### config.mk
export PLATFORM = sky130hd
export DESIGN_NAME = mem_access_ctrl
export DESIGN_NICKNAME = d
export VERILOG_FILES = /design/src/rtl/mem_access_pkg.sv /design/src/rtl/mem_access_ctrl.sv
export SDC_FILE = /design/constraint.sdc
export NUM_CORES = 1
export LEC_CHECK = 0
export BUFFER_PORTS_ARGS = -buffer_cell sky130_fd_sc_hd__buf_2
export CAP_MARGIN = 0
export CORE_UTILIZATION = 45
export CTS_CLUSTER_DIAMETER = 60
export DETAILED_ROUTE_END_ITERATION = 7
export PLACE_DENSITY = 0.87
export SETUP_SLACK_MARGIN = 0.3
export SLEW_MARGIN = 10
export SYNTH_ARGS = -nofsm -noshare
export SYNTH_HDL_FRONTEND = slang
export SYNTH_SLANG_ARGS = --single-unit
export TNS_END_PERCENT = 20
### constraint.sdc
create_clock -name clk -period 2.2 [get_ports clk]
set_input_delay 0.11 -clock clk [delete_from_list [all_inputs] [get_ports clk]]
set_output_delay 0.11 -clock clk [all_outputs]
set_load 0.05 [all_outputs]
### src/rtl/mem_access_pkg.sv
// Shared encodings for the MEM-stage memory access controller: RV32I funct3,
// data_memory modeAddr values, FSM states and the request decoder.
package mem_access_pkg;

    localparam logic [2:0] F3_B  = 3'b000;
    localparam logic [2:0] F3_H  = 3'b001;
    localparam logic [2:0] F3_W  = 3'b010;
    localparam logic [2:0] F3_BU = 3'b100;
    localparam logic [2:0] F3_HU = 3'b101;

    localparam logic [2:0] MODE_NONE = 3'b000;
    localparam logic [2:0] MODE_W    = 3'b001;
    localparam logic [2:0] MODE_H    = 3'b010;
    localparam logic [2:0] MODE_B    = 3'b011;
    localparam logic [2:0] MODE_HU   = 3'b100;
    localparam logic [2:0] MODE_BU   = 3'b101;

    typedef enum logic [1:0] {
        IDLE,
        ACCESS,
        RESP
    } state_t;

    typedef struct packed {
        logic [2:0] mode;
        logic       illegal;
        logic       misaligned;
    } decode_t;

    // Illegal wins over misaligned; a rejected request never carries a mode.
    function automatic decode_t decode(input logic       we,
                                       input logic [2:0] funct3,
                                       input logic [1:0] addr_lo);
        decode_t d;
        d.mode       = MODE_NONE;
        d.illegal    = 1'b0;
        d.misaligned = 1'b0;
        case (funct3)
            F3_B: d.mode = MODE_B;
            F3_H: begin
                d.mode       = MODE_H;
                d.misaligned = addr_lo[0];
            end
            F3_W: begin
                d.mode       = MODE_W;
                d.misaligned = |addr_lo;
            end
            F3_BU: begin
                if (we) d.illegal = 1'b1;
                else    d.mode    = MODE_BU;
            end
            F3_HU: begin
                if (we) begin
                    d.illegal = 1'b1;
                end else begin
                    d.mode       = MODE_HU;
                    d.misaligned = addr_lo[0];
                end
            end
            default: d.illegal = 1'b1;
        endcase
        if (d.illegal) begin
            d.mode       = MODE_NONE;
            d.misaligned = 1'b0;
        end
        return d;
    endfunction

endpackage

### src/rtl/mem_access_ctrl.sv
// Initiator-side load/store controller between the MEM stage and data_memory:
// valid/ready request, decode + alignment check, held memory access, registered response.
module mem_access_ctrl
    import mem_access_pkg::*;
#(
    parameter int unsigned WIDTH       = 32,
    parameter int unsigned WAIT_CYCLES = 1
) (
    input  logic             clk,
    input  logic             rst,
    input  logic             req_valid,
    output logic             req_ready,
    input  logic             req_we,
    input  logic [2:0]       req_funct3,
    input  logic [WIDTH-1:0] req_addr,
    input  logic [WIDTH-1:0] req_wdata,
    output logic             rsp_valid,
    output logic [WIDTH-1:0] rsp_rdata,
    output logic             rsp_misaligned,
    output logic             rsp_illegal,
    output logic             stall,
    output logic [2:0]       mem_modeAddr,
    output logic [WIDTH-1:0] mem_A,
    output logic [WIDTH-1:0] mem_WD,
    output logic             mem_WE,
    input  logic [WIDTH-1:0] mem_RD
);

    localparam logic [3:0] WAIT_INIT = 4'(WAIT_CYCLES);

    state_t           state, state_nxt;
    logic [3:0]       count, count_nxt;
    logic             lat_we;
    logic [2:0]       lat_mode;
    logic [WIDTH-1:0] lat_addr;
    logic [WIDTH-1:0] lat_wdata;
    logic [WIDTH-1:0] rdata_q;
    logic             mis_q;
    logic             ill_q;

    decode_t dec;
    logic    accept;
    logic    dec_err;
    logic    commit;

    assign dec     = decode(req_we, req_funct3, req_addr[1:0]);
    assign dec_err = dec.illegal | dec.misaligned;
    assign accept  = (state == IDLE) && req_valid;
    assign commit  = (state == ACCESS) && (count == '0);

    always_ff @(posedge clk) begin
        if (rst) begin
            state <= IDLE;
            count <= '0;
        end else begin
            state <= state_nxt;
            count <= count_nxt;
        end
    end

    always_comb begin
        state_nxt = state;
        count_nxt = count;
        case (state)
            IDLE: begin
                if (req_valid) begin
                    if (dec_err) begin
                        state_nxt = RESP;
                    end else begin
                        state_nxt = ACCESS;
                        count_nxt = WAIT_INIT;
                    end
                end
            end
            ACCESS: begin
                if (count == '0) state_nxt = RESP;
                else             count_nxt = count - 4'd1;
            end
            RESP:    state_nxt = IDLE;
            default: state_nxt = IDLE;
        endcase
    end

    // Request latch and response registers; rsp_* hold until the next response.
    always_ff @(posedge clk) begin
        if (rst) begin
            lat_we    <= 1'b0;
            lat_mode  <= MODE_NONE;
            lat_addr  <= '0;
            lat_wdata <= '0;
            rdata_q   <= '0;
            mis_q     <= 1'b0;
            ill_q     <= 1'b0;
        end else begin
            if (accept) begin
                lat_we    <= req_we;
                lat_mode  <= dec.mode;
                lat_addr  <= req_addr;
                lat_wdata <= req_wdata;
                if (dec_err) begin
                    rdata_q <= '0;
                    mis_q   <= dec.misaligned;
                    ill_q   <= dec.illegal;
                end
            end
            if (commit) begin
                rdata_q <= lat_we ? '0 : mem_RD;
                mis_q   <= 1'b0;
                ill_q   <= 1'b0;
            end
        end
    end

    always_comb begin
        req_ready      = (state == IDLE);
        stall          = req_valid && (state != IDLE);
        rsp_valid      = (state == RESP);
        rsp_rdata      = rdata_q;
        rsp_misaligned = mis_q;
        rsp_illegal    = ill_q;
        mem_modeAddr   = MODE_NONE;
        mem_A          = '0;
        mem_WD         = '0;
        // Gated by rst so a commit coinciding with reset never writes.
        mem_WE         = commit && lat_we && !rst;
        if (state == ACCESS) begin
            mem_modeAddr = lat_mode;
            mem_A        = lat_addr;
            mem_WD       = lat_wdata;
        end
    end

endmodule

==> impl_metrics.json, run 1 <==
{
  "outcome": "completed",
  "dieArea_mm2": 0.009934,
  "critPathTopFamily": "simple AND/OR/NAND/NOR gates",
  "final_cells": 926,
  "syn_nets": 610,
  "final_cell_mix": "202 x buf_2, 133 x nand2_1, 106 x dfxtp_1",
  "grt.overflow.total": 0,
  "yosys_register_bits": 108,
  "critPathLaunch": "count[0]",
  "hold_viol_final": 0,
  "critPathMaxStageDelay_ns": 0.39,
  "fillerInstances": 658,
  "ir_worst_vdd_uv": 388.7,
  "syn-instance-count": 506,
  "port_buffers": 207,
  "cp.arrival_ns": 1.75,
  "slowest_stage": "or3b_4",
  "worstSetupPathType": "flop to primary output",
  "synth_cell_types": 35,
  "die_w_um": 99.67,
  "nNetsFinal": 896,
  "area_growth_syn_to_layout_pct": 55.12,
  "critPathCapture": "mem_WE",
  "coreArea_mm2": 0.009240,
  "r2r-start": "state[1]",
  "syn-cell-area_mm2": 0.004293,
  "antenna_found_initial": 0,
  "first_iter_violations": 178,
  "globalRouteMet3Util_pct": 6.676,
  "clockBufferDepth": 2,
  "powerDensity_mw_per_mm2": 640.1,
  "slew_viol_final": 0,
  "timing.fmax_ghz": 0.5365,
  "avgSynthCellArea_um2": 8.484,
  "max-cap-violations": 0,
  "cts.sinks": 108,
  "cts_tree": "built",
  "yosys_warnings": 0,
  "dp_cells": 810,
  "critical_path_depth": 5,
  "path_max_fanout": 3,
  "grt_start_max_net_pins": 48,
  "drcViolationCount": 0,
  "rrSetupSlack_ns": 0.37,
  "period_minus_slack_ns": 1.864,
  "r2r_end": "lat_addr[9]",
  "drt_first_pass_iters": 4,
  "grt_pass1_wl_um": 21020,
  "core.rowCount": 35,
  "synth_seq_area_share_pct": 50.36,
  "antenna_cells": 0,
  "busiest_layer": "met2",
  "relSlewSlack_pct": 60.89,
  "setup_tns_ns": 0,
  "die_y_um": 99.67,
  "ys.flop_type": "dfxtp_1",
  "rsz0062_at_grt": "yes",
  "grt_pass1_vias": 4524,
  "startpoint_type": "flop",
  "avgViaCountPerCell": 5.017,
  "grt_use_met2_pct": 48.70,
  "ios": 208,
  "place_congestion": 0.8155,
  "cts-root-buf": "clkbuf_8",
  "htreeDepth": 3,
  "ant_nets": 0,
  "drt-total-wl_um": 13760,
  "drive_gt1_share_pct": 35.01,
  "r2r_cells": 4,
  "groute.usage.overall_pct": 26.77,
  "p_leak_nw": 3.142,
  "setup_viol_count_final": 0,
  "holdCritPathClass": "primary input to flop",
  "start_util_pct": 46.46,
  "vias": 4646,
  "wl_per_cell_um": 14.86,
  "end_kind": "primary output",
  "cts_buffers": 9,
  "synth_edf_count": 0,
  "use_met1_pct": 28.45,
  "clock_skew_ns": 0.01673,
  "dp_hpwl_um": 7809,
  "worst_pin_slew_ns": 0.5866,
  "path_clk_slew_ns": 0.11,
  "worstPathRequired_ns": 2.09,
  "period_share_pct": 84.73,
  "async_flop_share_pct": 0,
  "clk_latency_ns": 0.37,
  "final_common_cell": "buf_2",
  "cp_cell_sequence": "inv_2 -> ha_4 -> or3b_4 -> nor4b_4 -> buf_6",
  "critical_path_buf_inv_count": 2
}
state kept, by name, summed over array words and instances (netlist names):
name,flops
count,4
lat_addr,32
lat_mode,3
lat_wdata,32
lat_we,1
rsp_illegal,1
rsp_misaligned,1
rsp_rdata,32
state,2
layout make-up:
| type | count | area, um2 | share of cell area [%] |
|---|---|---|---|
| flip-flops and latches | 108 | 2165 | 32.51 |
| repair buffers | 316 | 2126 | 31.92 |
| multi-input cells | 353 | 1962 | 29.46 |
| well taps | 129 | 161.4 | 2.424 |
| clock buffers | 9 | 123.9 | 1.860 |
| clock inverters | 7 | 106.4 | 1.597 |
| inverters | 4 | 15.01 | 0.2255 |
cells in the mapped netlist, drive strengths merged (2+ instances only):
cell type | n | share of area [%]
nand2 | 133 | 12
dfxtp | 108 | 50
a21oi | 74 | 8.7
and2 | 68 | 9.9
a22o | 32 | 7.3
clkbuf | 25 | 2.3
buf | 16 | 2.3
nor2 | 10 | 0.87
nor3 | 5 | 0.58
inv | 4 | 0.35
nand3 | 3 | 0.35
nor2b | 3 | 0.44
or3b | 3 | 0.61
a211oi | 2 | 0.35
a21o | 2 | 0.35
a31oi | 2 | 0.29
nand2b | 2 | 0.29
nor3b | 2 | 0.35
nor4 | 2 | 0.64
xor2 | 2 | 0.41
repair_timing:
action,4_1_cts,5_1_grt
endpoints found under the setup margin,1,105
endpoints found under the hold margin,95,1
hold buffers,95,1
gates resized for setup,9,8
pin swaps,2,1
buffers inserted,3,1
per-stage QoR:
stage	total power (W)	hold slack [ns]	area [um2]	util [%]	worst slack (ns)
floorplan	0.002557	0.2426	4310	-	0.4582
global placement	0.002728	0.3295	5389	58.32	0.4274
detailed placement	0.002752	0.3328	5389	58.32	0.3424
CTS	0.004262	0.001166	6616	71.60	0.3017
global route	0.004443	0.007581	6659	72.07	0.2614
finish	0.004262	0.02177	6659	72.07	0.3360
layer usage:
metal / up-vias / part of all wire (%)
li1: 2231 / -
met1: 2162 / 38
met2: 215 / 52
met3: 38 / 7.4
met4: 0 / 3.3
met5: - / 0
cells by family after synthesis:
logic type	share of synthesized area (%)
DFF	50.36
xor gates and xnor gates	0.6122
buffers and inverters	4.896
AOI/OAI and AO/OA	17.72
and+or+nand+nor	26.11
adders and majority gates	0.2914
worst min-delay path, stage by stage:
cell,delay (ns)
buf_2,0.10
nand2_1,0.06
a21oi_1,0.06
report_power, final:
group	internal, W	switching (W)
Clock	0.000662	0.000720
Sequential	0.00206	0.0000562
Combinational	0.000328	0.000433
Total	0.00305	0.00121
worst min-delay path by stage:
stage,from,to,slack (ns),cells after the start
6_report,req_addr[29],lat_addr[29],0.02,3
5_1_grt,req_addr[29],lat_addr[29],0.008,3
4_1_cts,req_addr[0],lat_addr[0],0.001,3
3_5_place_dp,mem_RD[7],rsp_rdata[7],0.33,2
3_3_place_gp,mem_RD[10],rsp_rdata[10],0.33,2
2_1_floorplan,mem_RD[10],rsp_rdata[10],0.24,1
Note: power is estimated with default switching activity, not from simulation.
==> run 2, diff against run 1 <==
- CORE_UTILIZATION: 45 -> 41
- PLACE_DENSITY: 0.87 -> 0.84
- clock period: 2.2 -> 1.5 ns (I/O delays scaled with it)
==> run 2 against run 1 <==
- the run now ends with negative setup slack left
- design area is 24% higher
- sequential share of layout area shrank 6.2 points
- via count rose by 11%
- largest power group unchanged
- largest cell class is now buffers
- die area up 9.6%
- highest routed layer unchanged
- critical path type unchanged
- worst setup slack lost 0.70 ns
- clock power grew 46%
- clock skew shrank 0.0012 ns
- critical endpoint is now mem_WD[26]
- wire length grew 35%
==> impl_metrics.json, run 2 (same netlist as run 1, synthesis figures left out) <==
{
  "grt_pass1_wl_um": 26390,
  "path_clk_slew_ns": 0.11,
  "clk_latency_ns": 0.36,
  "cts.sinks": 108,
  "period_share_pct": 124.0,
  "p_total_w": 0.006648,
  "grt_start_max_net_pins": 39,
  "clock_skew_ns": 0.01550,
  "rsz0062_at_grt": "yes",
  "relSlewSlack_pct": 69.41,
  "powerDensity_mw_per_mm2": 808.2,
  "cts_buffers": 9,
  "setup_viol_count_final": 103,
  "path_max_fanout": 6,
  "final_cell_mix": "136 x buf_2, 131 x nand2_1, 104 x dfxtp_1",
  "violations": "negative setup slack",
  "nNetsFinal": 930,
  "timing.fmax_ghz": 0.5377,
  "area_growth_syn_to_layout_pct": 91.61,
  "cts_tree": "built",
  "outcome": "complete, but fails checks",
  "avgViaCountPerCell": 5.353,
  "end_kind": "primary output",
  "first_iter_violations": 303,
  "ios": 208,
  "clockBufferDepth": 2,
  "final_common_cell": "buf_2",
  "dp_hpwl_um": 8266,
  "vias": 5160,
  "die_w_um": 104.3,
  "place_congestion": 0.7801,
  "coreArea_mm2": 0.009955,
  "grt_pass1_vias": 5246,
  "drt_first_pass_iters": 4,
  "drcViolationCount": 0,
  "p_leak_nw": 3.639,
  "start_util_pct": 43.12,
  "worstSetupPathType": "flop to primary output",
  "slew_viol_final": 0,
  "port_buffers": 207,
  "antenna_found_initial": 0,
  "ir_worst_vdd_uv": 557.3,
  "dieArea_mm2": 0.01088,
  "core.rowCount": 36,
  "worst_pin_slew_ns": 0.4588,
  "setup_tns_ns": -26.27,
  "finish.utilization_pct": 82.63,
  "pre_cts_slack_ns": -0.1151,
  "hold_viol_final": 0,
  "max-cap-violations": 0,
  "worstPathRequired_ns": 1.42,
  "fillerInstances": 517,
  "groute.usage.overall_pct": 30.95,
  "grt.overflow.total": 0,
  "ant_nets": 0,
  "holdCritPathClass": "primary input to flop",
  "startpoint_type": "flop",
  "cp.arrival_ns": 1.78,
  "htreeDepth": 3,
  "drt-total-wl_um": 18640,
  "die_y_um": 104.3,
  "wl_per_cell_um": 19.33,
  "drive_gt1_share_pct": 49.22,
  "setup_slack_ns": -0.3597,
  "period_minus_slack_ns": 1.860,
  "cts-root-buf": "clkbuf_8",
  "antenna_cells": 0
}
-- run 2: changes by cell type in the layout (fill, tap and decap cells not counted), sizes merged --
cell / change
buf: +33
clkbuf: +4
clkinv: +1
clkinvlp: -2
dlygate4sd3: +1
inv: -3
-- run 2: cell type report --
class                           count  area [um2]  share of cell area, %
Tap cell                          133       166.4                  2.023
Timing Repair Buffer              350        3388                  41.19
Sequential cell                   108        2167                  26.35
Clock inverter                      3       68.82                 0.8366
Inverter                            4       15.01                 0.1825
Clock buffer                       13       158.9                  1.932
Multi-Input combinational cell    353        2261                  27.49
-- run 2: metal layers --
| metal | GRT usage, % | share of wire, % |
|---|---|---|
| met1 | 32.46 | 36 |
| met2 | 56.15 | 51 |
| met3 | 6.767 | 7.3 |
| met4 | 18.67 | 5.1 |
| met5 | 0 | 0 |
-- run 2: through the flow --
stage               hold slack, ns  std cells  area (um2)
global placement            0.2943        826        5587
finish                     0.03128        964        8225
detailed placement          0.3001        826        5587
global route               0.03831        964        8225
CTS                        0.03745        955        7749
floorplan                   0.2076        506        4377
-- run 2: worst paths after layout --
path / end / slack [ns] / depth (start not counted) / start
max: mem_WD[26] / -0.36 / 8 / state[0]
min: lat_mode[2] / 0.03 / 3 / req_funct3[2]
max reg2reg: rsp_rdata[23] / -0.25 / 8 / count[1]
min reg2reg: lat_wdata[12] / 0.46 / 2 / lat_wdata[12]
-- run 2: what timing repair did --
item,CTS,global route
endpoints found under the hold margin,97,0
gates cloned,6,5
setup buffers,10,4
pin swaps,24,54
hold buffers,97,0
endpoints found under the setup margin,179,179
gates resized for setup,228,94
-- run 2: power breakdown --
part | switching, W | total [W] | internal (W)
clock | 0.000969 | 0.00201 | 0.00104
sequential | 0.000103 | 0.00313 | 0.00303
combinational | 0.000791 | 0.00151 | 0.000719
-- run 2: worst max-delay path, stage by stage, from the launching register on --
cell	delay [ns]
dfxtp_2	0.36
buf_6	0.12
nor2b_4	0.12
buf_4	0.13
buf_6	0.13
buf_12	0.12
buf_16	0.13
and2_4	0.17
buf_6	0.15
